**config.mk**
```make
export PLATFORM = sky130hd
export DESIGN_NAME = bus_fault_monitor_flat
export DESIGN_NICKNAME = d
export VERILOG_FILES = /design/src/rtl/bus_fault_monitor_pkg.sv /design/src/rtl/bus_fault_monitor_if.sv /design/src/rtl/bus_fault_monitor_access_check.sv /design/src/rtl/bus_fault_monitor.sv /design/src/flat_wrapper.sv
export SDC_FILE = /design/constraint.sdc
export NUM_CORES = 1
export LEC_CHECK = 0
export CELL_PAD_IN_SITES_DETAIL_PLACEMENT = 2
export CELL_PAD_IN_SITES_GLOBAL_PLACEMENT = 2
export CORE_UTILIZATION = 35
export DETAILED_ROUTE_END_ITERATION = 10
export PLACE_DENSITY = 0.78
export SLEW_MARGIN = 20
export SYNTH_ARGS = -nofsm -noshare
export SYNTH_HDL_FRONTEND = slang
export SYNTH_HIERARCHICAL = 1
export SYNTH_SLANG_ARGS = --single-unit
```
**constraint.sdc**
```tcl
create_clock -name clk -period 3 [get_ports clk]
set_input_delay 0.3 -clock clk [delete_from_list [all_inputs] [get_ports clk]]
set_output_delay 0.3 -clock clk [all_outputs]
set_load 0.01 [all_outputs]
```
**src/rtl/bus_fault_monitor_pkg.sv**
```systemverilog
// Shared bus definitions: address width, access-size encodings and fault cause codes.
// Latency: n/a (types, constants and a pure helper function only).
// Backpressure: n/a.
package bus_fault_monitor_pkg;

    localparam int XLEN        = 32;
    localparam int BUS_ACC_CNT = 3;
    localparam int ACC_W       = $clog2(BUS_ACC_CNT);

    typedef logic [ACC_W-1:0] acc_t;
    typedef logic [7:0]       cause_t;

    localparam acc_t ACC_BYTE = acc_t'(0);
    localparam acc_t ACC_HALF = acc_t'(1);
    localparam acc_t ACC_WORD = acc_t'(2);

    localparam cause_t FAULT_NONE     = 8'h00;
    localparam cause_t FAULT_SLV      = 8'h01;
    localparam cause_t FAULT_TMO      = 8'h02;
    localparam cause_t FAULT_MISALIGN = 8'h03;
    localparam cause_t FAULT_BADACC   = 8'h04;
    localparam cause_t FAULT_STRAY    = 8'h05;

    // Natural alignment: halves need addr[0]=0, words need addr[1:0]=0.
    function automatic logic acc_misaligned(input acc_t acc, input logic [1:0] addr_lo);
        logic r;
        r = 1'b0;
        case (acc)
            ACC_HALF: r = addr_lo[0];
            ACC_WORD: r = (addr_lo != 2'b00);
            default:  r = 1'b0;
        endcase
        return r;
    endfunction

endpackage

```
**src/rtl/bus_fault_monitor_if.sv**
```systemverilog
// Core-side system bus request/response signals as seen by the fault monitor.
// Latency: n/a (wiring only).
// Backpressure: none; the bus has no stall path through this interface.
interface bus_fault_monitor_if;
    import bus_fault_monitor_pkg::*;

    logic [XLEN-1:0] m_addr;
    logic            m_w_rb;
    acc_t            m_acc;
    logic            m_req;
    logic            m_resp;
    logic            m_fault;

    modport master (
        output m_addr, m_w_rb, m_acc, m_req, m_resp, m_fault
    );

    modport slave (
        input m_addr, m_w_rb, m_acc, m_req, m_resp, m_fault
    );

endinterface

```
**src/rtl/bus_fault_monitor_access_check.sv**
```systemverilog
// Classifies one bus access as an illegal size or a misaligned address.
// Latency: 0 cycles (purely combinational).
// Backpressure: none.
module bus_access_check
    import bus_fault_monitor_pkg::*;
(
    input  logic [1:0] i_addr,
    input  acc_t       i_acc,
    output logic       o_bad_acc,
    output logic       o_misalign
);

    // Only the low address bits matter for alignment of sizes up to a word.
    assign o_bad_acc  = (int'(i_acc) >= BUS_ACC_CNT);
    assign o_misalign = acc_misaligned(i_acc, i_addr);

endmodule

```
**src/rtl/bus_fault_monitor.sv**
```systemverilog
// Passive bus observer reporting slave faults, timeouts, bad/misaligned accesses, stray responses.
// Latency: 1 cycle from the detecting edge to the soc_fault pulse.
// Backpressure: none; never drives or stalls the bus.
module bus_fault_monitor
    import bus_fault_monitor_pkg::*;
#(
    parameter int TIMEOUT_CYCLES = 255,
    parameter int TMR_W          = $clog2(TIMEOUT_CYCLES + 1)
) (
    input  logic                 clk,
    input  logic                 rst,
    bus_fault_monitor_if.slave   bus,
    output logic                 soc_fault,
    output cause_t               soc_fault_cause,
    output logic [XLEN-1:0]      soc_fault_addr,
    output logic                 busy
);

    localparam logic [1:0] S_IDLE  = 2'd0;
    localparam logic [1:0] S_WAIT  = 2'd1;
    localparam logic [1:0] S_DRAIN = 2'd2;

    localparam logic [TMR_W-1:0] TMO_LAST = TMR_W'(TIMEOUT_CYCLES - 1);
    localparam logic [TMR_W-1:0] TMR_MAX  = {TMR_W{1'b1}};

    logic [1:0]       r_state;
    logic [TMR_W-1:0] r_cnt;
    logic [XLEN-1:0]  r_addr;
    logic             r_fault;
    cause_t           r_cause;
    logic [XLEN-1:0]  r_faddr;

    logic [1:0]       w_state_nxt;
    logic [TMR_W-1:0] w_cnt_nxt;
    logic [XLEN-1:0]  w_addr_nxt;
    logic             w_report;
    cause_t           w_cause;
    logic [XLEN-1:0]  w_rep_addr;
    logic             w_bad_acc;
    logic             w_misalign;
    logic             w_unused;

    // Transfer direction does not influence any fault class.
    assign w_unused = bus.m_w_rb;

    bus_access_check u_acc_chk (
        .i_addr     (bus.m_addr[1:0]),
        .i_acc      (bus.m_acc),
        .o_bad_acc  (w_bad_acc),
        .o_misalign (w_misalign)
    );

    // Next-state, counter and report decode; a new request is judged by the access checker.
    always_comb begin
        w_state_nxt = r_state;
        w_cnt_nxt   = r_cnt;
        w_addr_nxt  = r_addr;
        w_report    = 1'b0;
        w_cause     = FAULT_NONE;
        w_rep_addr  = r_addr;
        case (r_state)
            S_WAIT: begin
                if (bus.m_resp) begin
                    w_state_nxt = S_IDLE;
                    if (bus.m_fault) begin
                        w_report = 1'b1;
                        w_cause  = FAULT_SLV;
                    end
                    // Back-to-back: the completing response frees the monitor for a new request.
                    // An old-transaction slave fault takes the single report slot.
                    if (bus.m_req) begin
                        w_addr_nxt = bus.m_addr;
                        w_cnt_nxt  = '0;
                        if (w_bad_acc || w_misalign) begin
                            if (!bus.m_fault) begin
                                w_report   = 1'b1;
                                w_cause    = w_bad_acc ? FAULT_BADACC : FAULT_MISALIGN;
                                w_rep_addr = bus.m_addr;
                            end
                        end else begin
                            w_state_nxt = S_WAIT;
                        end
                    end
                end else if (r_cnt == TMO_LAST) begin
                    w_report    = 1'b1;
                    w_cause     = FAULT_TMO;
                    w_state_nxt = S_DRAIN;
                end else if (r_cnt != TMR_MAX) begin
                    w_cnt_nxt = r_cnt + 1'b1;
                end
            end
            default: begin
                // IDLE and DRAIN accept requests identically; only IDLE treats a response as stray.
                if (bus.m_req) begin
                    w_addr_nxt = bus.m_addr;
                    w_cnt_nxt  = '0;
                    if (w_bad_acc) begin
                        w_report    = 1'b1;
                        w_cause     = FAULT_BADACC;
                        w_rep_addr  = bus.m_addr;
                        w_state_nxt = S_IDLE;
                    end else if (w_misalign) begin
                        w_report    = 1'b1;
                        w_cause     = FAULT_MISALIGN;
                        w_rep_addr  = bus.m_addr;
                        w_state_nxt = S_IDLE;
                    end else begin
                        w_state_nxt = S_WAIT;
                        if (bus.m_resp && (r_state == S_IDLE)) begin
                            w_report = 1'b1;
                            w_cause  = FAULT_STRAY;
                        end
                    end
                end else if (bus.m_resp) begin
                    w_state_nxt = S_IDLE;
                    if (r_state == S_IDLE) begin
                        w_report = 1'b1;
                        w_cause  = FAULT_STRAY;
                    end
                end
            end
        endcase
    end

    // Transaction tracking state: FSM, timeout counter and latched request address.
    always_ff @(posedge clk or posedge rst) begin
        if (rst) begin
            r_state <= S_IDLE;
            r_cnt   <= '0;
            r_addr  <= '0;
        end else begin
            r_state <= w_state_nxt;
            r_cnt   <= w_cnt_nxt;
            r_addr  <= w_addr_nxt;
        end
    end

    // Report register: one-cycle pulse, cause and address held until the next report.
    always_ff @(posedge clk or posedge rst) begin
        if (rst) begin
            r_fault <= 1'b0;
            r_cause <= FAULT_NONE;
            r_faddr <= '0;
        end else begin
            r_fault <= w_report;
            if (w_report) begin
                r_cause <= w_cause;
                r_faddr <= w_rep_addr;
            end
        end
    end

    assign soc_fault       = r_fault;
    assign soc_fault_cause = r_cause;
    assign soc_fault_addr  = r_faddr;
    assign busy            = (r_state == S_WAIT);

endmodule

```
**src/flat_wrapper.sv**
```systemverilog
// flat-port wrapper written by rule: the top's interface ports become plain ports
module bus_fault_monitor_flat import bus_fault_monitor_pkg::*;
#(
    parameter int TIMEOUT_CYCLES = 255,
    parameter int TMR_W          = $clog2(TIMEOUT_CYCLES + 1)
)
  (clk, rst, soc_fault, soc_fault_cause, soc_fault_addr, busy, bus_m_addr, bus_m_w_rb, bus_m_acc, bus_m_req, bus_m_resp, bus_m_fault);
  bus_fault_monitor_if bus_i ();
  input  logic clk;
  input  logic rst;
  output logic soc_fault;
  output cause_t soc_fault_cause;
  output logic [XLEN-1:0] soc_fault_addr;
  output logic busy;
  input wire logic [$bits(bus_i.m_addr)-1:0] bus_m_addr;
  input wire logic [$bits(bus_i.m_w_rb)-1:0] bus_m_w_rb;
  input wire logic [$bits(bus_i.m_acc)-1:0] bus_m_acc;
  input wire logic [$bits(bus_i.m_req)-1:0] bus_m_req;
  input wire logic [$bits(bus_i.m_resp)-1:0] bus_m_resp;
  input wire logic [$bits(bus_i.m_fault)-1:0] bus_m_fault;
  assign bus_i.m_addr = bus_m_addr;
  assign bus_i.m_w_rb = bus_m_w_rb;
  assign bus_i.m_acc = bus_m_acc;
  assign bus_i.m_req = bus_m_req;
  assign bus_i.m_resp = bus_m_resp;
  assign bus_i.m_fault = bus_m_fault;
  bus_fault_monitor #(.TIMEOUT_CYCLES(TIMEOUT_CYCLES), .TMR_W(TMR_W)) u_core (.clk(clk), .rst(rst), .bus(bus_i), .soc_fault(soc_fault), .soc_fault_cause(soc_fault_cause), .soc_fault_addr(soc_fault_addr), .busy(busy));
endmodule
```
Yosys cells after proc, flatten, opt, wreduce, memory -nomap -nowiden
Index checks and enable logic that the tools add are counted.
W data, S select, Z words.

operators by class
  $add $sub $neg = 1
  multipliers = 0
  div/mod/pow operators = 0
  $lt $le $gt $ge = 1
  eq/ne operators = 9
  shift operators = 0
  multiplexer cells = 53
  bitwise gates (word level) = 0
  reduce and logical (&&, ||, !) cells = 7

operators by type and width
  cell                   number
  $mux W32               11
  $mux W8                14
  $mux W1                16
  $mux W2                8
  $mux W3                3
  $add A8 B1 Y8 const B  1
  $eq A8 B8 Y1 const B   1
  $ne A8 B8 Y1 const B   1
  $ne A3 B1 Y1 const B   2
  $eq A2 B1 Y1 const B   2
  $reduce_and A2 Y1      2
  $ne A3 B3 Y1 const B   1
  $reduce_bool A3 Y1     1
  $eq A2 B2 Y1 const B   1
  $ge A2 B2 Y1 const B   1
  $logic_not A2 Y1       1
  $ne A2 B1 Y1 const B   1
  $pmux W1 S2            1
  $reduce_bool A2 Y1     1
  $logic_and A1 B1 Y1    1
  $logic_or A1 B1 Y1     1

storage, ports and cells
  register bits after elaboration = 83
  latch bits = 0
  memory bits (writable) = 0
  bits in read-only memories = 0
  input port bits = 40
  output and inout bits = 42
  logic and storage cells = 77
  memories kept = 0

Logic depth before layout (Yosys ltp)
Gate-level depths: netlist of the first run.

  depth after elaboration = 7
  mapped depth = 10
  gate-level depth less buffers = 8

Cells and area by module
The synthesis of the first run kept the hierarchy.

modules (own cells, without submodules)
  module             times used  cells an instance  area an instance (sq um)  sequential area each (sq um)
  bus_fault_monitor  1           269                3803.6                    1951.9
  bus_access_check   1           8                  58.8                      0.0

Worst setup path after synthesis of the first run
OpenSTA, ideal clock, no wires.

  path kind = input-to-reg
  start point = in bus_m_acc[0]
  end point = reg u_core.r_faddr[12], in the netlist u_core/soc_fault_addr[12]
  library setup time = 0.125 ns
  arrival = 1.899 ns
  data required time = 2.875 ns
  slack = 0.977 ns
  cell stages on the path = 8
  buffers on the path = 1
  cells stage by stage = inv_1 ha_1 a21oi_1 o21ai_0 a21oi_2 buf_2 mux2_2 mux2_2

on the way
  word-level cells in the longest chain between the ends = 7
  elaborated cells between the ends (all ways) = 19
  those cells by class = 1 x order compare; 2 x eq/ne; 15 x mux; 1 x reduce/logical

ends and longest elaborated chain
  element                                       line                         text
  start: declaration                            flat_wrapper.sv:17           input wire logic [$bits(bus_i.m_acc)-1:0] bus_m_acc;
  $eq A2 B2 Y1 or $eq A2 B1 Y1 (tied branches)  bus_fault_monitor_pkg.sv:28  case (acc)
  $pmux W1 S2 *                                 bus_fault_monitor_pkg.sv:28
  named net u_core.w_misalign                   bus_fault_monitor.sv:40      logic w_misalign;
  $logic_or A1 B1 Y1                            bus_fault_monitor.sv:74      if (w_bad_acc || w_misalign) begin
  $mux W32 or $mux W1 (tied branches)           bus_fault_monitor.sv:74
  $mux W32 or $mux W1 (tied branches)           bus_fault_monitor.sv:71      if (bus.m_req) begin
  $mux W32 or $mux W1 (tied branches)           bus_fault_monitor.sv:63      if (bus.m_resp) begin
  $mux W32 or $mux W1 (tied branches)           bus_fault_monitor.sv:61      case (r_state)
  end signal: assignment                        bus_fault_monitor.sv:148     r_faddr <= w_rep_addr;
  end: declaration                              bus_fault_monitor.sv:31      logic [XLEN-1:0] r_faddr;

The timed path passes the listed nets; every way through them passes the cells marked *.
A chain may end at the register's enable or synchronous reset.

Worst setup path in the final report of the first run
  start point = in bus_m_acc[0]
  end point = reg u_core.r_faddr[13], in the netlist u_core/soc_fault_addr[13]

Same word-level chain as after synthesis.

==> run metrics, run 1 <==
synthesized area 3860 µm²; WP depth 9; fillers around 1,000; slowest CP cell clkdlybuf4s50_1; antenna diode count 0; Antenna Violating Nets Remaining 0; initial core utilization 0.368; Area growth syn-to-layout 28.1%; main combinational cell family by area after synthesis multiplexers; crit path to u_core/soc_fault_addr[13]; CP Cell Sequence clkdlybuf4s50_1 > inv_1 > ha_1 > a21oi_1 > o21ai_0 > a21oi_4 > buf_12 > mux2_1 > mux2_2; number of cell rows 37; layout cell share with drive strength beyond 1 0.350; FF-to-FF path depth 4; Synth top area share 0.505; fin nets 400; R2R setup slack roughly 1.0 ns; Cells after Synth 277; Yosys top cell by area dfrtp_1; Leak 2.14 nW; vias about 2,500; period utilisation layout 0.809; setup TNS 0 ns; highest routed layer met4; Worst Path Class, Setup in -> reg; Synth area leaders dfrtp_1, mux2_2, mux2_4, ha_1, buf_4; most frequent cells after synthesis dfrtp_1, mux2_2, mux2_4; Iter 0 DRT Violations 56; Clock Tree Root clkbuf_8; total grt overflow 0; crit end category flop; max-slew violation count 0; clock-pin slew on the worst setup and hold paths around 0.090 ns; worst skew pair latency 0.35 ns; RSZ-0062 raised after global routing no; I/O pin cnt 82; met2 WL between 4000 and 5000 µm; max_slew headroom 0.591; wire length per cell about 18 µm; Adder-Cell Fraction of Synth Area 0.0162; Post-CTS Resized 0; Hold Violations, Final 0; cts hold-fix bufs 0; largest net degree at the start of global routing 48; Pwr Density 649 nW/µm²; EDFF count, synth 0; flops & latches, synth 78; Main synth FF type dfrtp_1; setup bufs post-CTS 0; Max-Cap Viols 0; register area roughly 2000 µm²; worst path bufs/invs 3; setup violators final 0; die span in x about 110 µm; CTS tree done; port buffer count between 70 and 80; vias in the first global route 2,883; footprint of the multi-input gates ~1700 µm²; htree depth 3; Slew @ Worst Pin between 0.6 and 0.7 ns; Post-synth ARST share 1.00; metal3 WL about 450 µm; Worst Skew slightly above 0.01 ns; Startpoint Class input port; simple-gate area share of the yosys netlist 0.0599; Syn. warnings 6; crit path max fanout 17; CP startpoint bus_m_acc[0]; Synth Area in XOR/XNOR 0; first-pass GRT wire length around 15,000 µm; final WL 9070 µm; DRC 0; antenna violations before repair 0; Reg-to-Reg Start u_core/r_state[1]; multiplexer share of the synthesized area 0.305; post-synthesis sequential area ratio 0.505; die height between 100 and 150 µm; peak supply drop ~320 µV; GRT Total Usage 0.174; Netlist cell types 48; RR Endpoint u_core/r_addr[10]; 1st-pass router iterations 4; DR vias/cell just over 5; RD Place Congestion around 0.72; status complete, no violations; M1 WL 3950 µm; core area around 11,000 µm²; Worst path top cell family by delay buffers and inverters; clk buf depth 2; Critical Path AT about 2.7 ns; Pwr Total around 3.2 mW; Compound-Gate Fraction of Synth Area 0.0573; CP Data Required Time 3.23 ns; Max stage delay on crit path approximately 0.51 ns; full die area 11,500 µm²; Hold Crit Class in -> async; clock sink count 78; Final min period approximately 2.4 ns; CTS buffer count 9; top-count cell post-synth dfrtp_1; Fmax slightly above 400 MHz; Post-DP HPWL approximately 6300 µm; Mapped Avg Cell Area roughly 14 µm²
## per-stage QoR
stage               cells  hold slack (ns)  cell area (µm²)   util  setup slack (ns)
finish                496            0.315             4950  0.471             0.573
global route          496            0.371             4950  0.471             0.445
CTS                   496            0.336             4950  0.471             0.551
detailed placement    480            0.493             4740  0.451             0.196
global placement      480            0.483             4740  0.451             0.255
floorplan             281            0.450             3880      -             0.705
## where the power goes
| part | internal [mW] | switching [mW] | total, mW |
|---|---|---|---|
| clock | 0.428 | 0.399 | 0.827 |
| sequential | 1.26 | 0.131 | 1.40 |
| combinational | 0.625 | 0.363 | 0.988 |
## per-layer routing
layer  up-vias  GRT usage
met3        12     0.0432
met5         -          0
li1       1132          -
met4         0     0.0587
met1      1304      0.223
met2        56      0.287
## worst reg2reg max path: stages (launching register included)
cell and delay, ns:
dfrtp_1 0.52, or3b_4 0.45, nand2_1 0.10, buf_4 0.37, mux2_2 0.41
## area by class of cell
class,count,share of cell area
multi-input combinational,174,0.348
clock inverter,5,0.0116
inverter,9,0.00708
tap,136,0.0344
timing repair buffer,83,0.174
sequential,78,0.394
clock buffer,11,0.0306
## worst min-delay path by stage
stage / to / slack [ns] / depth (start not counted)
after global placement: u_core/r_addr[15] / 0.48 / 1
final: u_core/soc_fault_addr[22] / 0.31 / 2
after global routing: u_core/soc_fault_addr[22] / 0.37 / 2
after CTS: u_core/soc_fault_addr[22] / 0.34 / 2
after detailed placement: u_core/r_addr[15] / 0.49 / 1
after floorplan: u_core/r_addr[10] / 0.45 / 1
## logic make-up (layout without fill, tap and decap cells)
group	Yosys count	count (layout)
AND/OR/NAND/NOR	35	35
adder cells (fa/ha/maj)	5	5
AO/OA/AOI/OAI	33	33
other	1	5
multiplexers	96	96
buffers and inverters	29	108
flip-flops	78	78
## state kept, by name (all words and copies together) (netlist names)
signal                  cells
u_core/r_addr              32
u_core/r_cnt                8
u_core/r_state              2
u_core/soc_fault            1
u_core/soc_fault_addr      32
u_core/soc_fault_cause      3
## cells in the final DEF, fill, tap and decap left out, types with 4 or more instances in the layout
master | netlist | layout
dfrtp_1 | 78 | 78
clkdlybuf4s50_1 | 0 | 75
mux2_2 | 66 | 66
mux2_4 | 26 | 26
clkbuf_8 | 0 | 11
nand2_1 | 10 | 10
o21ai_0 | 8 | 8
inv_1 | 9 | 8
a21oi_1 | 5 | 5
ha_1 | 5 | 5
conb_1 | 1 | 5
and3_1 | 4 | 4
mux2_1 | 4 | 4
buf_4 | 8 | 4
buf_12 | 2 | 4
No activity file was read; power rests on OpenSTA's default activity.
==> inputs of run 2 (changes only) <==
==> constraint.sdc (replaced) <==
create_clock -name clk -period 2.49 [get_ports clk]
set_input_delay 0.249 -clock clk [delete_from_list [all_inputs] [get_ports clk]]
set_output_delay 0.249 -clock clk [all_outputs]
set_load 0.01 [all_outputs]
==> run metrics, run 2 (synthesized netlist as in run 1, its figures left out) <==
number of cell rows 37 (unchanged); CP most frequent cell mux2_2; die height 107 µm (unchanged); most frequent cells in the layout dfrtp_1, clkdlybuf4s50_1, mux2_2; cts hold-fix bufs 0 (unchanged); Antenna Violating Nets Remaining 0 (unchanged); Clock Tree Root clkbuf_8; antenna violations before repair 0 (unchanged); GRT Total Usage 0.179 (+0.00439); Hold Crit Class in -> async; largest net degree at the start of global routing 57 (+19%); full die area 11,500 µm² (unchanged); Inst Count DP 488 (+1.7%); DRC 0 (unchanged); port buffer count 75 (unchanged); initial core utilization 0.368 (unchanged); first-pass GRT wire length 15,500 µm (+1.1%); period utilisation layout 0.939; CP Cell Sequence clkdlybuf4s50_1 > inv_1 > ha_1 > a21oi_1 > o21ai_0 > a21oi_4 > buf_12 > mux2_2 > mux2_2; Worst Skew 0.0117 ns (+0.00146 ns); 1st-pass router iterations 4 (unchanged); Worst path top cell family by delay buffers and inverters; Worst Path Class, Setup in -> reg; max_slew headroom 0.667 (+0.0755); core area 10,500 µm² (unchanged); wire length per cell 18.9 µm (+3.2%); CP Data Required Time 2.72 ns (-0.51 ns); total grt overflow 0 (unchanged); antenna diode count 0 (unchanged); slowest CP cell clkdlybuf4s50_1; vias 2,510 (+0.24%); setup bufs post-CTS 0 (unchanged); Finished Core Util 0.483 (+0.0120); Leak 2.21 nW (+3.3%); worst path bufs/invs 3 (unchanged); Max-Cap Viols 0 (unchanged); Max stage delay on crit path 0.52 ns (about the same); Final min period ~2.3 ns; crit path max fanout 17 (unchanged); Area growth syn-to-layout 31.4%; Slew @ Worst Pin 0.495 ns (-0.118 ns); combinational fraction of design power 0.300 (-0.008); layout cell share with drive strength beyond 1 0.359 (+0.00870); RSZ-0062 raised after global routing no; Reg power frac 0.416 (-0.019); CTS buffer count 9 (unchanged); status complete, no violations; Int Pwr 2.97 mW (+28%); max-slew violation count 0 (unchanged); crit end category flop; switching fraction of total power 0.267 (-0.0108); Startpoint Class input port; I/O pin cnt 82 (unchanged); CTS tree done; Fmax 428 MHz; vias in the first global route 2,935 (+1.8%); setup violators final 0 (unchanged); clock sink count 78 (unchanged); clock-pin slew on the worst setup and hold paths 0.08 ns (about the same); Iter 0 DRT Violations 35 (-38%); final std cells w/o fill 504 (+1.6%); clk buf depth 2 (unchanged); RD Place Congestion 0.701 (-3.0%); Post-CTS Resized 0 (unchanged); Psw 1.08 mW (+21%); worst skew pair latency 0.35 ns (about the same); Post-DP HPWL 6450 µm (+3.2%); final WL 9510 µm (+4.9%); clock power share 0.284 (+0.026); CP startpoint bus_m_acc[0]; DR vias/cell 4.98 (-1.4%); die span in x 107 µm (unchanged); htree depth 3 (unchanged); Reg-to-Reg Start u_core/r_state[0]; Critical Path AT 2.57 ns (-0.09 ns); Pwr Density 799 nW/µm² (+23%); fin nets 408 (+2.0%); Hold Violations, Final 0 (unchanged); peak supply drop 424 µV (+31%); most common cell after layout, fill and taps aside dfrtp_1; final instance area 5070 µm² (+2.6%); area post-placement 4840 µm² (+2.1%)
==> run 2: through the flow <==
stage / worst slack [ns] / hold WS (ns) / setup TNS [ns] / total power [mW]
after floorplan: 0.246 / 0.399 / 0 / 2.35
after global placement: -0.166 / 0.481 / -4.84 / 2.88
after detailed placement: -0.230 / 0.492 / -6.36 / 2.93
after CTS: 0.123 / 0.217 / 0 / 4.11
after global routing: 0.0727 / 0.253 / 0 / 4.25
final: 0.151 / 0.212 / 0 / 4.05
==> run 2: final cells by class <==
cell class | count | area, µm²
fillers | 1004 | 5430
flip-flops and latches | 78 | 1950
multi-input cells | 174 | 1720
repair buffers | 91 | 958
well taps | 136 | 170
clock buffers | 11 | 131
clock inverters | 5 | 106
inverters | 9 | 35.0
==> run 2: worst paths after layout <==
kind,to,slack (ns),cells after the start
hold / removal,u_core/soc_fault_addr[10],0.21,2
max in group asynchronous,u_core/r_addr[21],1.64,3
setup reg to reg,u_core/soc_fault_addr[21],0.60,5
min in group clk,u_core/r_addr[15],0.50,1
setup / recovery,u_core/soc_fault_addr[14],0.15,9
hold reg to reg,u_core/r_addr[15],0.50,1
==> run 2: power by group through the flow <==
| stage | Sequential, mW | Clock (mW) | Combinational, mW |
|---|---|---|---|
| after floorplan | 1.75 | 0 | 0.600 |
| after global placement | 1.69 | 0 | 1.19 |
| after global routing | 1.72 | 1.23 | 1.30 |
| after CTS | 1.69 | 1.18 | 1.24 |
| final | 1.68 | 1.15 | 1.22 |
| after detailed placement | 1.70 | 0 | 1.22 |
==> run 2: worst reg2reg max path: stages (launching register included) <==
cell and delay [ns]:
dfrtp_1 0.49, and3b_1 0.23, o31ai_1 0.27, o21a_2 0.27, buf_4 0.22, mux2_4 0.31
==> run 2: routing by layer <==
layer	routed length (µm)	vias up	global-route usage
met5	0	-	0
met4	94	0	0.0470
met3	493	8	0.0529
met2	4910	51	0.316
met1	4010	1297	0.210
li1	-	1154	-
